===== config.mk =====
export PLATFORM = sky130hd
export DESIGN_NAME = memory_access_arbiter
export DESIGN_NICKNAME = d
export VERILOG_FILES = /design/src/rtl/memory_access_arbiter.sv
export SDC_FILE = /design/constraint.sdc
export NUM_CORES = 1
export LEC_CHECK = 0
export ABC_CLOCK_PERIOD_IN_PS = 7570
export BUFFER_PORTS_ARGS = -buffer_cell sky130_fd_sc_hd__buf_2
export CORE_AREA = 2 2 128 180
export CTS_BUF_LIST = sky130_fd_sc_hd__clkbuf_4 sky130_fd_sc_hd__clkbuf_8 sky130_fd_sc_hd__clkbuf_16
export DETAILED_ROUTE_END_ITERATION = 8
export DIE_AREA = 0 0 130 182
export GPL_TIMING_DRIVEN = 0
export PLACE_DENSITY = 0.56
export SYNTH_ARGS = -nofsm -noshare
export SYNTH_HDL_FRONTEND = slang
export SYNTH_SLANG_ARGS = --single-unit

===== constraint.sdc =====
create_clock -name clk -period 7.57 [get_ports clk]
set_input_delay 1.514 -clock clk [delete_from_list [all_inputs] [get_ports clk]]
set_output_delay 1.514 -clock clk [all_outputs]
set_load 0.005 [all_outputs]

===== src/rtl/memory_access_arbiter.sv =====
// Arbitrates fetch and load/store requesters onto one memory bus.
// Aligned accesses run a bus cycle; misaligned or stalled ones return err.
module memory_access_arbiter #(
  parameter int unsigned TIMEOUT = 15
) (
  input  logic        clk,
  input  logic        rst,
  input  logic        if_req,
  input  logic [31:0] if_addr,
  output logic [31:0] if_rdata,
  output logic        if_done,
  output logic        if_err,
  input  logic        ls_req,
  input  logic        ls_rw,
  input  logic        ls_sign,
  input  logic [1:0]  ls_size,
  input  logic [31:0] ls_addr,
  input  logic [31:0] ls_wdata,
  output logic [31:0] ls_rdata,
  output logic        ls_done,
  output logic        ls_err,
  output logic        mem_valid,
  input  logic        mem_ready,
  output logic [31:0] mem_addr,
  output logic [31:0] mem_wdata,
  output logic        mem_rw,
  output logic        mem_sign,
  output logic [3:0]  mem_byte_en,
  output logic [1:0]  mem_size,
  input  logic [31:0] mem_rdata
);

  typedef enum logic [1:0] {
    IDLE, BUS_IF, BUS_LS, RESP
  } state_e;

  state_e      state_q, state_d;
  logic [7:0]  cnt_q, cnt_d;
  logic        last_q, last_d;
  logic [31:0] if_rdata_q, if_rdata_d;
  logic        if_done_q, if_done_d;
  logic        if_err_q, if_err_d;
  logic [31:0] ls_rdata_q, ls_rdata_d;
  logic        ls_done_q, ls_done_d;
  logic        ls_err_q, ls_err_d;
  logic        valid_q, valid_d;
  logic [31:0] addr_q, addr_d;
  logic [31:0] wdata_q, wdata_d;
  logic        rw_q, rw_d;
  logic        sign_q, sign_d;
  logic [3:0]  be_q, be_d;
  logic [1:0]  size_q, size_d;

  logic        gnt_ls, gnt_if, g_rw, g_sign, g_mis;
  logic [1:0]  g_size;
  logic [31:0] g_addr;
  logic [3:0]  g_be;
  logic [7:0]  cnt_inc;

  function automatic logic misaligned(input logic [1:0] sz,
                                      input logic [1:0] lo);
    unique case (sz)
      2'b00:   misaligned = 1'b0;
      2'b01:   misaligned = lo[0];
      2'b10:   misaligned = (lo != 2'b00);
      default: misaligned = 1'b1;
    endcase
  endfunction

  function automatic logic [3:0] byte_en(input logic [1:0] sz,
                                         input logic [1:0] lo);
    unique case (sz)
      2'b00:   byte_en = 4'b0001 << lo;
      2'b01:   byte_en = lo[1] ? 4'b1100 : 4'b0011;
      2'b10:   byte_en = 4'b1111;
      default: byte_en = 4'b0000;
    endcase
  endfunction

  // On a tie the requester not served last wins
  assign gnt_ls  = ls_req & (~if_req | ~last_q);
  assign gnt_if  = if_req & ~gnt_ls;
  assign g_addr  = gnt_ls ? ls_addr : if_addr;
  assign g_size  = gnt_ls ? ls_size : 2'b10;
  assign g_rw    = gnt_ls & ls_rw;
  assign g_sign  = gnt_ls & ls_sign;
  assign g_mis   = misaligned(g_size, g_addr[1:0]);
  assign g_be    = byte_en(g_size, g_addr[1:0]);
  assign cnt_inc = cnt_q + 8'd1;

  always_comb begin
    state_d    = state_q;
    cnt_d      = cnt_q;
    last_d     = last_q;
    if_rdata_d = if_rdata_q;
    ls_rdata_d = ls_rdata_q;
    if_done_d  = 1'b0;
    if_err_d   = 1'b0;
    ls_done_d  = 1'b0;
    ls_err_d   = 1'b0;
    valid_d    = valid_q;
    addr_d     = addr_q;
    wdata_d    = wdata_q;
    rw_d       = rw_q;
    sign_d     = sign_q;
    be_d       = be_q;
    size_d     = size_q;
    case (state_q)
      IDLE: begin
        if (gnt_if || gnt_ls) begin
          last_d = gnt_ls;
          cnt_d  = 8'd0;
          if (g_mis) begin
            state_d   = RESP;
            if_done_d = gnt_if;
            if_err_d  = gnt_if;
            ls_done_d = gnt_ls;
            ls_err_d  = gnt_ls;
          end else begin
            state_d = gnt_ls ? BUS_LS : BUS_IF;
            valid_d = 1'b1;
            addr_d  = {g_addr[31:2], 2'b00};
            wdata_d = (gnt_ls && ls_rw) ? ls_wdata : 32'd0;
            rw_d    = g_rw;
            sign_d  = g_sign;
            be_d    = g_be;
            size_d  = g_size;
          end
        end
      end
      BUS_IF, BUS_LS: begin
        if (mem_ready || cnt_inc == 8'(TIMEOUT)) begin
          state_d = RESP;
          valid_d = 1'b0;
          rw_d    = 1'b0;
          sign_d  = 1'b0;
          be_d    = 4'b0000;
          size_d  = 2'b00;
          if (state_q == BUS_IF) begin
            if_done_d = 1'b1;
            if_err_d  = ~mem_ready;
            if (mem_ready) if_rdata_d = mem_rdata;
          end else begin
            ls_done_d = 1'b1;
            ls_err_d  = ~mem_ready;
            if (mem_ready) ls_rdata_d = mem_rdata;
          end
        end else begin
          cnt_d = cnt_inc;
        end
      end
      default: state_d = IDLE;
    endcase
  end

  always_ff @(posedge clk or posedge rst) begin
    if (rst) begin
      state_q    <= IDLE;
      cnt_q      <= 8'd0;
      last_q     <= 1'b0;
      if_rdata_q <= 32'd0;
      if_done_q  <= 1'b0;
      if_err_q   <= 1'b0;
      ls_rdata_q <= 32'd0;
      ls_done_q  <= 1'b0;
      ls_err_q   <= 1'b0;
      valid_q    <= 1'b0;
      addr_q     <= 32'd0;
      wdata_q    <= 32'd0;
      rw_q       <= 1'b0;
      sign_q     <= 1'b0;
      be_q       <= 4'b0000;
      size_q     <= 2'b00;
    end else begin
      state_q    <= state_d;
      cnt_q      <= cnt_d;
      last_q     <= last_d;
      if_rdata_q <= if_rdata_d;
      if_done_q  <= if_done_d;
      if_err_q   <= if_err_d;
      ls_rdata_q <= ls_rdata_d;
      ls_done_q  <= ls_done_d;
      ls_err_q   <= ls_err_d;
      valid_q    <= valid_d;
      addr_q     <= addr_d;
      wdata_q    <= wdata_d;
      rw_q       <= rw_d;
      sign_q     <= sign_d;
      be_q       <= be_d;
      size_q     <= size_d;
    end
  end

  assign if_rdata    = if_rdata_q;
  assign if_done     = if_done_q;
  assign if_err      = if_err_q;
  assign ls_rdata    = ls_rdata_q;
  assign ls_done     = ls_done_q;
  assign ls_err      = ls_err_q;
  assign mem_valid   = valid_q;
  assign mem_addr    = addr_q;
  assign mem_wdata   = wdata_q;
  assign mem_rw      = rw_q;
  assign mem_sign    = sign_q;
  assign mem_byte_en = be_q;
  assign mem_size    = size_q;

endmodule


==> flow_summary.json <==
{
  "yosys-top-cells-area": "dfrtp_1 (58%), mux2_2 (11%), nand2_1 (8.7%)",
  "cts_tree": "done",
  "drt_first_pass_iters": 4,
  "synth_warnings": 0,
  "final_max_slew_viol_count": 0,
  "synthFlopType": "dfrtp_1",
  "grt_pass1_vias": 5534,
  "leakagePower_nw": 4.54,
  "io_pins": 278,
  "post-route-min-period_ps": 2880,
  "rsz0062_at_grt": "false",
  "ys_types": 52,
  "cap_violations": 0,
  "grt_pass1_wl_um": 28500,
  "cp_data_arrival_time_ps": 3200,
  "cts-root-buf": "clkbuf_16",
  "max_freq_ghz": 0.348,
  "grt_max_degree": 103,
  "n_antenna_cell": 0,
  "clock_power_share_pct": 24.7,
  "start_util_pct": 29.3,
  "antenna_found_initial": 3,
  "finalSetupTns_ps": 0,
  "worstPathRequired_ps": 7890,
  "cts_buffer_depth": 2,
  "synth_edf_count": 0,
  "cp-start-kind": "input port",
  "routabilityCongestion": 0.782,
  "hold_slack_ps": 460,
  "clock-sinks": 150,
  "dieArea_sq_um": 23700,
  "h-tree-depth": 4,
  "drive_gt1_share_pct": 42.5,
  "yosysMostFrequentCell": "nand2_1",
  "synth_area_sq_um": 6510,
  "clkTransAtPathRegs_ps": 70,
  "worstHoldPathType": "reg -> reg",
  "seq_area_frac_synth_pct": 57.6,
  "slew_headroom_pct": 56.3,
  "die_h_um": 182,
  "sw_frac_of_total_pct": 33.5,
  "synth_commonest_cells": "nand2_1 (151), dfrtp_1 (150), mux2_2 (65)",
  "initialDrtViolationCount": 196,
  "track_usage_pct": 15.5,
  "wirelength_um": 18100,
  "die_w_um": 130,
  "synth_top_area_share_pct": 57.6,
  "nets": 1057,
  "synth-async-reset-ratio_pct": 100,
  "tightest_slew_ps": 656,
  "setup_viol": 0,
  "hold_buffers": 0,
  "clk_latency_ps": 420,
  "synthToLayoutAreaGrowth_pct": 36.5,
  "p_int_mw": 2.31,
  "postSynthAreaPerCell_sq_um": 10.5,
  "dr_total_vias": 5600,
  "fp.coreArea_sq_um": 22200,
  "cts_made_buffers": 17,
  "detail-route-antenna-nets": 0,
  "crit_path_end_kind": "register",
  "avgViaCountPerCell": 4.56,
  "combPwrFrac_pct": 37.0,
  "synthCells": 621,
  "post_cts_buffers": 0,
  "ys_seq_elements": 150,
  "power_switching_mw": 1.16,
  "power.density_nw_per_um2": 390,
  "finClkSkew_ps": 10.6,
  "critPathMaxFanout": 10,
  "min_period_over_period_pct": 38.0,
  "hold_viol_final": 0,
  "io_buffers": 273,
  "drc": 0,
  "post_drt_wl_per_cell_um": 14.7,
  "vdd_drop_max_v": 0.000181,
  "path_class": "in -> reg",
  "yosysTopAreaCell": "dfrtp_1",
  "core.rowCount": 65,
  "overflow": 0,
  "status": "completed",
  "hpwl_um": 13800,
  "cts_resized": 0,
  "seqPwrFrac_pct": 38.3
}
==> worst max-delay path, cell delays in order <==
cell	delay [ps]
buf_2	130
a21boi_0	310
clkbuf_1	480
clkbuf_1	400
nand2_1	100
a31oi_1	250
==> per-stage QoR <==
step / area (sq um) / total power, mW / setup WS [ps] / instances / util, %
floorplan: 6520 / 2.06 / 2020 / 622 / -
global placement: 8260 / 2.64 / 8.80 / 1196 / 37.2
detailed placement: 8290 / 2.65 / 4180 / 1197 / 37.4
CTS: 8890 / 3.53 / 4640 / 1227 / 40.0
global route: 8890 / 3.73 / 4550 / 1227 / 40.0
finish: 8890 / 3.47 / 4690 / 1227 / 40.0
==> layout make-up <==
type,instances,area [sq um]
Timing Repair Buffer,274,1390
Sequential cell,150,3750
Multi-Input combinational cell,423,2550
Clock buffer,21,480
Tap cell,301,377
Fill cell,2275,13300
Clock inverter,9,116
Buffer,42,185
Inverter,7,33.8
==> layer usage <==
metal	part of all wire (%)	routed length [um]	vias up	GRT usage, %
met5	0.12	21	-	0
met4	1.9	337	4	5.68
met3	7.6	1380	25	5.36
met2	51	9190	204	26.8
met1	39	7140	2662	17.3
li1	-	-	2705	-
==> power groups by stage <==
stage	combinational [mW]	clock [mW]	sequential, mW
after floorplan	0.686	0	1.37
after global placement	1.30	0	1.34
after detailed placement	1.31	0	1.34
after CTS	1.31	0.884	1.33
after global routing	1.44	0.916	1.38
final	1.29	0.857	1.33
==> state kept, by name, summed over array words and instances, names as in the netlist <==
signal and count:
if_done 1, state_q 2, cnt_q 8, mem_wdata 32, ls_rdata 32, ls_err 1, if_err 1, mem_byte_en 4
mem_rw 1, last_q 1, if_rdata 32, mem_addr 30, mem_valid 1, mem_size 2, mem_sign 1, ls_done 1
==> logic make-up after synthesis <==
kind of cell    Yosys count  synth area share (%)
compound gates           83                  8.86
fa+ha+maj                 5                 0.961
buf+inv                  49                  3.25
flops                   150                  57.6
mux                      67                  11.5
other cells               1                0.0576
simple gates            266                  17.7
==> cells in the final DEF, fill, tap and decap left out, types with 3 or more instances in the layout <==
master     Yosys  final
nor2b_1        5      5
ha_1           5      5
buf_4          3      3
inv_1          7      6
nand2b_1       3      3
buf_1          8      8
clkbuf_16      0     17
buf_2         13    286
mux2_2        65     65
nor2_1        46     46
a22o_1         6      6
a31oi_1       32     32
a21oi_1       13     13
o21ai_0        6      6
inv_6          0      3
nand3_1       41     41
dfrtp_1      150    150
clkbuf_1      18     18
nand2_1      151    151
clkbuf_8       0      4
==> path summary, 6_finish.rpt <==
check | from | endpoint | slack [ps] | cells past startpoint
setup / recovery | if_req | mem_addr[10] | 4690 | 6
hold / removal | mem_wdata[23] | mem_wdata[23] | 460 | 2
setup reg to reg | state_q[0] | ls_rdata[23] | 5300 | 6
hold reg to reg | mem_wdata[23] | mem_wdata[23] | 460 | 2
max in group asynchronous | rst | mem_addr[23] | 5630 | 3
min in group asynchronous | rst | mem_wdata[1] | 1090 | 2
No activity file was read; power rests on OpenSTA's default activity.
